===== src/rtl/router_1xn.sv =====
// router_1xn: byte-serial packet input steered to one of N channel FIFOs by the header dest field.
// Latency: a written word raises vld_out on the next edge; data_out follows read_enb by one cycle.
// Backpressure: busy holds the source while the target FIFO is full or draining, and during the check cycle.

module router_1xn_fifo #(
    parameter int WIDTH = 8,
    parameter int DEPTH = 16
) (
    input  logic             clock,
    input  logic             reset,
    input  logic             wr_en,
    input  logic [WIDTH-1:0] wr_dat,
    input  logic             rd_en,
    input  logic             flush,
    output logic [WIDTH-1:0] rd_dat,
    output logic             full,
    output logic             empty
);
    localparam int PTR_W = (DEPTH > 1) ? $clog2(DEPTH) : 1;
    localparam int CNT_W = $clog2(DEPTH + 1);

    logic [WIDTH-1:0] mem [DEPTH];
    logic [PTR_W-1:0] wr_ptr;
    logic [PTR_W-1:0] rd_ptr;
    logic [CNT_W-1:0] occ;
    logic             do_wr;
    logic             do_rd;

    // full/empty come from the registered occupancy, so a pop on a full FIFO
    // does not open a slot for a write in the same cycle. Flush beats both.
    assign full  = (occ == CNT_W'(DEPTH));
    assign empty = (occ == '0);
    assign do_wr = wr_en & ~full & ~flush;
    assign do_rd = rd_en & ~empty & ~flush;

    // Storage array; no reset needed because occupancy gates every read.
    always_ff @(posedge clock) begin
        if (do_wr) begin
            mem[wr_ptr] <= wr_dat;
        end
    end

    // Pointers, occupancy and the registered read data.
    always_ff @(posedge clock or posedge reset) begin
        if (reset) begin
            wr_ptr <= '0;
            rd_ptr <= '0;
            occ    <= '0;
            rd_dat <= '0;
        end else if (flush) begin
            wr_ptr <= '0;
            rd_ptr <= '0;
            occ    <= '0;
        end else begin
            if (do_wr) begin
                wr_ptr <= (wr_ptr == PTR_W'(DEPTH - 1)) ? '0 : wr_ptr + PTR_W'(1);
            end
            if (do_rd) begin
                rd_ptr <= (rd_ptr == PTR_W'(DEPTH - 1)) ? '0 : rd_ptr + PTR_W'(1);
                rd_dat <= mem[rd_ptr];
            end
            if (do_wr && !do_rd) begin
                occ <= occ + CNT_W'(1);
            end else if (do_rd && !do_wr) begin
                occ <= occ - CNT_W'(1);
            end
        end
    end
endmodule

// router_1xn: header-decoded 1-to-N packet router with parity/length check and per-channel read timeout.
// Latency: header lands in the channel FIFO on its acceptance edge; err/drop appear the cycle after the last word.
// Backpressure: busy=1 while the target FIFO is full, while waiting for it to drain, and in the check cycle.

module router_1xn #(
    parameter int WIDTH   = 8,
    parameter int N       = 3,
    parameter int DEPTH   = 16,
    parameter int TIMEOUT = 30
) (
    input  logic                 clock,
    input  logic                 reset,
    input  logic                 pkt_valid,
    input  logic [WIDTH-1:0]     data_in,
    input  logic [N-1:0]         read_enb,
    output logic                 busy,
    output logic [N-1:0]         vld_out,
    output logic [N*WIDTH-1:0]   data_out,
    output logic                 err,
    output logic                 drop
);
    localparam int ADDR_W = ($clog2(N) < 1) ? 1 : $clog2(N);
    localparam int LEN_W  = WIDTH - ADDR_W;
    localparam int TMO_W  = $clog2(TIMEOUT + 1);

    typedef enum logic [2:0] {
        IDLE,
        WAIT_EMPTY,
        LOAD,
        CHECK,
        DROP_PKT
    } state_t;

    state_t            state;
    state_t            state_nxt;

    logic [ADDR_W-1:0] hdr_dest;
    logic [LEN_W-1:0]  hdr_len;
    logic              dest_ok;

    logic [ADDR_W-1:0] dest_q;
    logic [LEN_W-1:0]  len_q;
    logic [LEN_W-1:0]  pcnt_q;
    logic [WIDTH-1:0]  hdr_q;
    logic [WIDTH-1:0]  par_q;
    logic [WIDTH-1:0]  rx_par_q;
    logic              drop_q;

    logic              accept;
    logic              abort;
    logic              drop_set;
    logic [N-1:0]      wr_en;
    logic [WIDTH-1:0]  wr_dat;
    logic [N-1:0]      full;
    logic [N-1:0]      empty;
    logic [N-1:0]      flush;

    assign hdr_dest = data_in[ADDR_W-1:0];
    assign hdr_len  = data_in[WIDTH-1:ADDR_W];
    assign dest_ok  = (hdr_dest <= ADDR_W'(N - 1));
    assign vld_out  = ~empty;
    assign drop     = drop_q;

    // A timeout flush on the channel being filled kills the rest of that packet.
    assign abort = ((state == LOAD) || (state == WAIT_EMPTY)) && flush[dest_q];

    genvar i;
    generate
        for (i = 0; i < N; i++) begin : g_chan
            logic [TMO_W-1:0] tmo_q;

            // Flush fires on the edge after the idle count reaches TIMEOUT-1 with nobody reading.
            assign flush[i] = ~empty[i] & ~read_enb[i] & (tmo_q == TMO_W'(TIMEOUT - 1));

            // Idle-reader counter: runs while data waits unread, clears on read, empty or flush.
            always_ff @(posedge clock or posedge reset) begin
                if (reset) begin
                    tmo_q <= '0;
                end else if (flush[i] || empty[i] || read_enb[i]) begin
                    tmo_q <= '0;
                end else begin
                    tmo_q <= tmo_q + TMO_W'(1);
                end
            end

            router_1xn_fifo #(
                .WIDTH (WIDTH),
                .DEPTH (DEPTH)
            ) u_fifo (
                .clock  (clock),
                .reset  (reset),
                .wr_en  (wr_en[i]),
                .wr_dat (wr_dat),
                .rd_en  (read_enb[i]),
                .flush  (flush[i]),
                .rd_dat (data_out[i*WIDTH +: WIDTH]),
                .full   (full[i]),
                .empty  (empty[i])
            );
        end
    endgenerate

    // FSM state register.
    always_ff @(posedge clock or posedge reset) begin
        if (reset) begin
            state <= IDLE;
        end else begin
            state <= state_nxt;
        end
    end

    // Next state, word acceptance, FIFO write steering, busy and err.
    always_comb begin
        state_nxt = state;
        busy      = 1'b0;
        err       = 1'b0;
        accept    = 1'b0;
        drop_set  = 1'b0;
        wr_en     = '0;
        wr_dat    = data_in;
        case (state)
            IDLE: begin
                if (pkt_valid) begin
                    accept = 1'b1;
                    if (!dest_ok) begin
                        state_nxt = DROP_PKT;
                    end else if (!empty[hdr_dest]) begin
                        // Previous packet still queued: hold this header until the channel drains.
                        state_nxt = WAIT_EMPTY;
                    end else begin
                        wr_en[hdr_dest] = 1'b1;
                        state_nxt       = LOAD;
                    end
                end
            end
            WAIT_EMPTY: begin
                busy = 1'b1;
                if (abort) begin
                    state_nxt = DROP_PKT;
                end else if (empty[dest_q]) begin
                    wr_en[dest_q] = 1'b1;
                    wr_dat        = hdr_q;
                    state_nxt     = LOAD;
                end
            end
            LOAD: begin
                busy = full[dest_q];
                if (!full[dest_q]) begin
                    accept        = 1'b1;
                    wr_en[dest_q] = 1'b1;
                    if (!pkt_valid) begin
                        state_nxt = CHECK;
                    end
                end
                if (abort) begin
                    // If the parity word is arriving right now the packet ends here;
                    // otherwise keep swallowing words until it does.
                    if (accept && !pkt_valid) begin
                        drop_set  = 1'b1;
                        state_nxt = IDLE;
                    end else begin
                        state_nxt = DROP_PKT;
                    end
                end
            end
            CHECK: begin
                busy      = 1'b1;
                err       = (rx_par_q != par_q) || (pcnt_q != len_q);
                state_nxt = IDLE;
            end
            DROP_PKT: begin
                accept = 1'b1;
                if (!pkt_valid) begin
                    drop_set  = 1'b1;
                    state_nxt = IDLE;
                end
            end
            default: begin
                state_nxt = IDLE;
            end
        endcase
    end

    // Packet context: header fields, running parity, payload count, received parity, drop pulse.
    always_ff @(posedge clock or posedge reset) begin
        if (reset) begin
            dest_q   <= '0;
            len_q    <= '0;
            pcnt_q   <= '0;
            hdr_q    <= '0;
            par_q    <= '0;
            rx_par_q <= '0;
            drop_q   <= 1'b0;
        end else begin
            drop_q <= drop_set;
            if (state == IDLE && pkt_valid && dest_ok) begin
                dest_q <= hdr_dest;
                len_q  <= hdr_len;
                hdr_q  <= data_in;
                par_q  <= data_in;
                pcnt_q <= '0;
            end
            if (state == LOAD && accept) begin
                if (pkt_valid) begin
                    par_q  <= par_q ^ data_in;
                    pcnt_q <= pcnt_q + LEN_W'(1);
                end else begin
                    rx_par_q <= data_in;
                end
            end
        end
    end
endmodule


===== config.mk =====
export PLATFORM = sky130hd
export DESIGN_NAME = router_1xn
export DESIGN_NICKNAME = d
export VERILOG_FILES = /design/src/rtl/router_1xn.sv
export SDC_FILE = /design/constraint.sdc
export NUM_CORES = 1
export LEC_CHECK = 0
export ABC_AREA = 1
export ABC_CLOCK_PERIOD_IN_PS = 5200
export BUFFER_PORTS_ARGS = -buffer_cell sky130_fd_sc_hd__buf_2
export CAP_MARGIN = 10
export CORE_MARGIN = 1.5
export CORE_UTILIZATION = 30
export CTS_CLUSTER_DIAMETER = 80
export DETAILED_ROUTE_END_ITERATION = 16
export GPL_ROUTABILITY_DRIVEN = 0
export HOLD_SLACK_MARGIN = 0.08
export PLACE_DENSITY = 0.54
export SKIP_LAST_GASP = 1
export SLEW_MARGIN = 10
export SYNTH_ARGS = -nofsm -noshare
export SYNTH_HDL_FRONTEND = slang
export SYNTH_SLANG_ARGS = --single-unit

===== constraint.sdc =====
create_clock -name clock -period 5.2 [get_ports clock]
set_clock_uncertainty 0.2 [all_clocks]
set_input_delay 0.52 -clock clock [delete_from_list [all_inputs] [get_ports clock]]
set_output_delay 0.52 -clock clock [all_outputs]
set_load 0.02 [all_outputs]

# [After elaboration in Yosys (flattened, before gate mapping)]
# Memory sizes are Yosys's and may differ from the RTL's. A register that Yosys moved wholly into a read port is not among the register bits.
# Cells that the tools add are included.
# Widths: inputs -> output; s select.
[totals] register_bits=96 ram_bits=384 out_inout_bits=30 memories=3
[classes] add_sub_neg=16 order_cmp=5 eq_ne=23 muxes=85 bitwise_logic=33 reduce_logical=47
[memory_table] memory="g_chan[0].u_fifo.mem" depth=16 width=8 read_ports=1 rd_ports_with_merged_regs=1 write_ports=1 line="22" source="logic [WIDTH-1:0] mem [DEPTH];"
[memory_table] memory="g_chan[1].u_fifo.mem" depth=16 width=8 read_ports=1 rd_ports_with_merged_regs=1 write_ports=1 line="22"
[memory_table] memory="g_chan[2].u_fifo.mem" depth=16 width=8 read_ports=1 rd_ports_with_merged_regs=1 write_ports=1 line="22"
[ops] op="$mux 4" count=18
[ops] op="$mux 5" count=12
[ops] op="$mux 8" count=6
[ops] op="$mux 3" count=15
[ops] op="$add 5x1->5 const B" count=6
[ops] op="$eq 5x5->1 const B" count=6
[ops] op="$add 4x1->4 const B" count=6
[ops] op="$eq 4x4->1 const B" count=6
[ops] op="$mux 1" count=19
[ops] op="$and 1x1->1" count=18
[ops] op="$mux 6" count=3
[ops] op="$logic_not 5->1" count=3
[ops] op="$sub 5x1->5 const B" count=3
[ops] op="$logic_and 1x1->1" count=13
[ops] op="$not 1->1" count=13
[ops] op="$pmux 3 s4" count=1
[ops] op="$reduce_bool 2->1" count=6
[ops] op="$pmux 3 s3" count=1
[ops] op="$reduce_bool 3->1" count=3
[ops] op="$bmux 1 s2" count=4
[ops] op="$logic_or 1x1->1" count=8
[ops] op="$ne 8x8->1" count=1
[ops] op="$reduce_and 2->1" count=4
[ops] op="$xor 8x8->8" count=1
[ops] op="other kinds (20)" count=33

# [Depth between registers and ports, before layout]
[depth] ltp_word=16 mapped_depth=19

# [By module]
# Synthesis repeated with hierarchy kept, for this count alone.
[hier_totals] hier_cells=2141 hier_area_um2=22062.4
[by_module_without_submodules] mod="router_1xn_fifo at g_chan[2].u_fifo" n_inst=1 cells_per_inst=626 area_per_inst_um2=6482.5
[by_module_without_submodules] mod="router_1xn_fifo at g_chan[0].u_fifo" n_inst=1 cells_per_inst=577 area_per_inst_um2=6402.4
[by_module_without_submodules] mod="router_1xn_fifo at g_chan[1].u_fifo" n_inst=1 cells_per_inst=580 area_per_inst_um2=6367.4
[by_module_without_submodules] mod="router_1xn" n_inst=1 cells_per_inst=358 area_per_inst_um2=2810.2

# [Worst setup path after synthesis]
# No wires, ideal clock.
[synth_path] path_kind="register -> register" startpoint="register g_chan[0].u_fifo.occ[0]" endpoint="memory g_chan[0].u_fifo.mem[0][3], data pin" t_arrival_ns=3.370 t_required_ns=4.422 setup_slack_ns=1.052 stages_incl_launch_ff=9 n_path_buf=1 cell_sequence="dfrtp_1 -> inv_1 -> nand4_4 -> nand3_2 -> nand2_1 -> nand3_1 -> nand3b_2 -> buf_2 -> o21ai_0"
[synth_via] elab_chain_cells=9 word_cells_on_any_way=12 cone_classes="mux: 7; bitwise: 3; reduce/logical: 2"
[synth_rtl] item="start: declaration" line="25" source="logic [CNT_W-1:0] occ;"
[synth_rtl] item="start signal: assignment" line="63" source="occ <= occ + CNT_W'(1);"
[synth_rtl] item="start signal: assignment" line="65" source="occ <= occ - CNT_W'(1);"
[synth_rtl] item="$logic_not 5->1 (*)" line="32" source="assign empty = (occ == '0);"
[synth_rtl] item="$not 1->1" line="143" source="assign flush[i] = ~empty[i] & ~read_enb[i] & (tmo_q == TMO_W'(TIMEOUT - 1));"
[synth_rtl] item="$and 1x1->1 (2 in series)" line="143"
[synth_rtl] item="$bmux 1 s2" line="135" source="assign abort = ((state == LOAD) || (state == WAIT_EMPTY)) && flush[dest_q];"
[synth_rtl] item="$mux 1 (implied by the code)" line="135"
[synth_rtl] item="$logic_and 1x1->1" line="135"
[synth_rtl] item="$mux 8 (*)" line="208" source="if (abort) begin"
[synth_rtl] item="$mux 8 (*)" line="191" source="case (state)"
[synth_rtl] item="via g_chan[0].u_fifo.wr_dat[3]" line="12" source="input logic [WIDTH-1:0] wr_dat,"
[synth_rtl] item="end: declaration" line="22"
# The timed path passes the listed nets; every way through them passes the cells marked *. The select of a mux whose other input is x is not followed.

# [Worst setup path in the final report]
[layout_path] startpoint="register g_chan[0].tmo_q[1]" endpoint="memory g_chan[2].u_fifo.mem[13][6], data pin"
[layout_via] elab_chain_cells=7
[layout_rtl] item="start: declaration" line="140" source="logic [TMO_W-1:0] tmo_q;"
[layout_rtl] item="start signal: assignment" line="152" source="tmo_q <= tmo_q + TMO_W'(1);"
[layout_rtl] item="$eq 5x5->1" line="143"
[layout_rtl] item="$and 1x1->1" line="143"
[layout_rtl] item="$bmux 1 s2" line="135"
[layout_rtl] item="$mux 1 (implied by the code)" line="135"
[layout_rtl] item="$logic_and 1x1->1" line="135"
[layout_rtl] item="$mux 8" line="208"
[layout_rtl] item="$mux 8" line="191"
[layout_rtl] item="via g_chan[0].u_fifo.wr_dat[6]" line="12"
[layout_rtl] item="end: declaration" line="22"
# The timed path passes the listed nets, and every way through them passes these cells. The select of a mux whose other input is x is not followed.

==> results by stage <==
Placed design:
- The half-perimeter wire length after placement is 33.2 mm.
- Buffers placed on the I/O ports in this run total 43.
- Once placement completed, the tool counted placed cells totaling 2818.

Die:
- 44 I/O pins were placed.
- The floorplan step set the die width to 271 um.
- The core region is 70400 um^2.
- From bottom edge to top edge, the die measures 271 um.
- The count of standard-cell rows is 97.
- For this configuration, the core starts out at a cell density of 30.5%.
- The die covers 73200 um^2.

Global route:
- The global-route congestion overflow total is 0.
- Global routing used 15.3% of the available tracks across all layers.
- Entering global routing, the biggest net connects 68 pins.
- The first global-routing pass estimated 86.1 mm of wire.
- The initial antenna violation count came to 0.
- The via count of the first global-routing pass came to 14317.

Outcome:
- The flow ran to the end, and the final reports show no timing, DRC or antenna violations.

Layout:
- The area growth from synthesis to final layout is 15.0%.
- The number of nets in the layout is 1993.
- The layout has 6959 filler cells.
- The fraction of final layout cells sized beyond drive strength 1 is 10.6%.
- The final cell count without fillers is 2922.
- The number of diodes is 0.

Clocking:
- TritonCTS built the clock tree.
- The post-CTS repair timing setup buffer count is 0.
- In this run, CTS created clock tree buffers numbering 52.
- The H-tree depth is 2.
- After clock tree synthesis, the clock-pin slew on the worst setup and hold paths is 0.06 ns.
- At the later pin of the worst-skew pair, clock insertion delay measures 0.60 ns.
- Counting along the longest clock path gives a buffer depth of 3.
- The clock tree root driver cell is clkbuf_16.
- Clock tree synthesis found a total of 496 sinks.

Routing:
- Using the TritonRoute via totals, the vias-per-cell ratio works out to 5.02.
- The residual antenna-violating net count after detailed routing is 0.
- In the routed design, unresolved DRC markers number 0.
- For this block, the initial DRC count from the detailed router was 1267.
- The detail-routed net length per standard cell is 19.2 um.
- The aggregate routed wire length is 56.2 mm.
- The routed layout has 14663 vias.
- The detailed-router iteration count before antenna repair is 5.

Yosys:
- The synthesized netlist devotes 1.43% of its cell area to XOR and XNOR gates.
- After Yosys synthesis, and, or, nand and nor cells account for 13.8% of the synthesized area.
- Summing the areas of all fa, ha and maj instances in the mapped netlist gives 2.44% of the synthesized area.
- Synthesis produced a netlist with a net count of 1960.
- By area, the combinational part of the netlist is dominated by simple AND/OR/NAND/NOR gates.
- The cell count after synthesis is 1906.
- Yosys mapped a number of flops with a built-in enable equal to 384.
- The total number of yosys warnings is 0.
- The number of library cell types mapped by synthesis is 50.
- The compound-gate portion of the synthesized area is 11.8%.
- The post-synth design cell area is 21500 um^2.
- For this run, the leading register cell type out of synthesis is edfxtp_1.
- Each instance of the synthesized netlist takes up on average 11.3 um^2.
- Of all flip-flops after synthesis, the portion carrying an async set or reset was 22.6%.
- Summing the sequential cell areas from Yosys gives 66.7% of the chip area.
- Of the post-synthesis cell area, the part taken by muxes is 0.0524%.
- In this run, synthesis produced a sequential element count of 496.

Timing:
- The final-report hold violation count is 0.
- At the pin with the least slew margin, the transition time is 1.27 ns.
- The remaining max-slew budget at the tightest pin is 14.8%.
- The setup violation total in the final timing report is 0.
- The setup total negative slack is 0 ns.
- Static timing analysis puts the maximum clock frequency at 276 MHz.
- The routed design could run at a clock period as short as 3.62 ns.
- Setup repair after global routing left no endpoint under its margin.
- The fraction of the cycle the final worst path needs is 69.7%.
- The total count of max-transition violations in the final report came to 0.

Worst setup path:
- By startpoint and endpoint, the worst setup path is classified as reg -> reg.
- For the worst setup path, the data arrival time is 3.65 ns.
- The largest single stage delay on the critical path is 0.89 ns.
- The cell at the slowest stage of the critical path is a21oi_4.
- The critical path data required time is 5.23 ns.
- Traced cell by cell, the critical path runs through inv_1 > ha_1 > nand2_1 > nor2_1 > nand3_2 > nand2_1 > nand3_1 > nand3b_2 > nor2_1 > a21oi_4.
- The maximum fanout along the worst path is 48.
- The worst setup path is captured at a flop.
- The worst setup path is launched from a flop.

Power:
- Across the VDD grid, the largest voltage drop is 0.283 mV.
- The reported leakage power is 8.90 nW.
- Dividing total power by cell area gives a power density of 547 nW/um^2.
- After layout, the design draws a total of 13.5 mW.

Worst hold path:
- In this run the worst hold path is classified as in -> reg.

Job:
- The tool flagged a number of max-cap violations equal to 0.
==> path summary, 6_finish.rpt <==
check / start / endpoint / slack [ns] / depth (start not counted)
max in group asynchronous: reset / g_chan[0].u_fifo.rd_ptr[0] / 3.47 / 4
hold reg to reg: g_chan[1].tmo_q[0] / g_chan[1].tmo_q[0] / 0.30 / 1
hold / removal: data_in[1] / par_q[1] / 0.14 / 3
setup reg to reg: g_chan[0].tmo_q[1] / g_chan[2].u_fifo.mem[13][6] / 1.58 / 10
setup / recovery: g_chan[0].tmo_q[1] / g_chan[2].u_fifo.mem[13][6] / 1.58 / 10
min in group asynchronous: reset / g_chan[2].u_fifo.rd_dat[5] / 0.27 / 3
==> kinds of logic after synthesis <==
group / Yosys count
simple gates: 681
flops: 496
compound gates: 445
buf+inv: 208
fa+ha+maj: 40
xor+xnor: 35
mux: 1
==> layout by cell type, fill, tap and decap left out, types with 5 or more instances in the layout <==
master / instances
nor2_2: 8
a41oi_1: 10
nand2_1: 178
ha_1: 37
dfrtp_1: 110
clkinv_2: 7
a31oi_1: 12
nor3_2: 18
nand3_1: 69
or2_2: 6
clkinv_1: 6
xnor2_1: 13
o21ai_0: 251
edfxtp_1: 384
clkbuf_16: 52
nand3_2: 8
o221ai_1: 31
o211ai_1: 20
buf_4: 21
o21ai_4: 5
nand4_1: 25
dlygate4sd3_1: 5
bufinv_16: 7
inv_1: 108
nor2_1: 348
a21oi_1: 49
buf_2: 43
o22ai_1: 53
clkbuf_8: 8
xor2_1: 22
clkbuf_1: 16
==> registers in the layout (all words and copies together), names as in the netlist, 3 cells and up <==
signal	count
rx_par_q	8
par_q	8
g_chan.u_fifo.occ	15
len_q	6
g_chan.u_fifo.wr_ptr	12
g_chan.u_fifo.mem	384
g_chan.u_fifo.rd_ptr	12
pcnt_q	6
g_chan.u_fifo.rd_dat	24
state	3
g_chan.tmo_q	15
==> Yosys cell counts (3+ instances only) <==
cell	instances	area [um^2]
nor3_2	3	30.0
nand4_1	25	156
edfxtp_1	384	11500
nand2_1	178	668
o21ai_0	256	1280
o21ai_1	3	15.0
a21oi_1	52	260
inv_1	109	409
xnor2_1	13	114
ha_1	37	463
nor3_1	19	95.1
o22ai_1	53	332
fa_1	3	60.1
nand3_2	8	80.1
buf_1	11	41.3
dfrtp_1	112	2800
nor2_1	349	1310
a31oi_1	12	75.1
clkbuf_1	63	236
or2_2	6	37.5
o211ai_1	20	150
a41oi_1	10	87.6
buf_2	18	90.1
clkinv_1	3	11.3
o221ai_1	31	272
xor2_1	22	193
nand3_1	69	345
inv_2	3	11.3
nor2_2	7	43.8
==> power by group <==
group / switching (mW) / internal, mW
clock: 1.54 / 2.31
sequential: 0.440 / 4.90
combinational: 2.99 / 1.32
==> metal layers <==
metal | GRT usage [%] | up-vias | wire length [um]
met3 | 2.33 | 79 | 3260
met2 | 24.9 | 466 | 26400
met1 | 20.9 | 7249 | 25300
li1 | - | 6869 | -
met4 | 4.56 | 0 | 1220
met5 | 0 | - | 0
==> metrics by stage <==
stage | instance area [um^2] | hold WS, ns | worst slack [ns] | utilization, %
2_1_floorplan | 21500 | 0.261 | 1.05 | -
3_3_place_gp | 22800 | 0.275 | 1.60 | 32.4
3_5_place_dp | 22800 | 0.295 | 1.49 | 32.4
4_1_cts | 24600 | 0.115 | 1.46 | 35.0
5_1_grt | 24700 | 0.146 | 1.23 | 35.1
6_report | 24700 | 0.140 | 1.58 | 35.1
==> timing repair <==
action / CTS / global route
endpoints found under the hold margin: 25 / 0
gates resized for setup: 0 / 0
endpoints found under the setup margin: 0 / 0
hold buffers: 5 / 0
==> final cells by class <==
class / count / area, um^2 / area share [%]
Clock buffer: 76 / 1470 / 5.96
Clock inverter: 21 / 297 / 1.20
Inverter: 115 / 434 / 1.76
Multi-Input combinational cell: 1202 / 6500 / 26.3
Sequential cell: 496 / 14300 / 58.1
Tap cell: 940 / 1180 / 4.76
Timing Repair Buffer: 72 / 482 / 1.95
==> critical path, delay by kind of cell, from the launching register on <==
kind            cells  cell delay, ns
fa+ha+maj           1            0.15
buf+inv             1            0.06
flops               1            0.39
compound gates      1            0.89
simple gates        7            1.51
(Power assumes the default switching activity.)
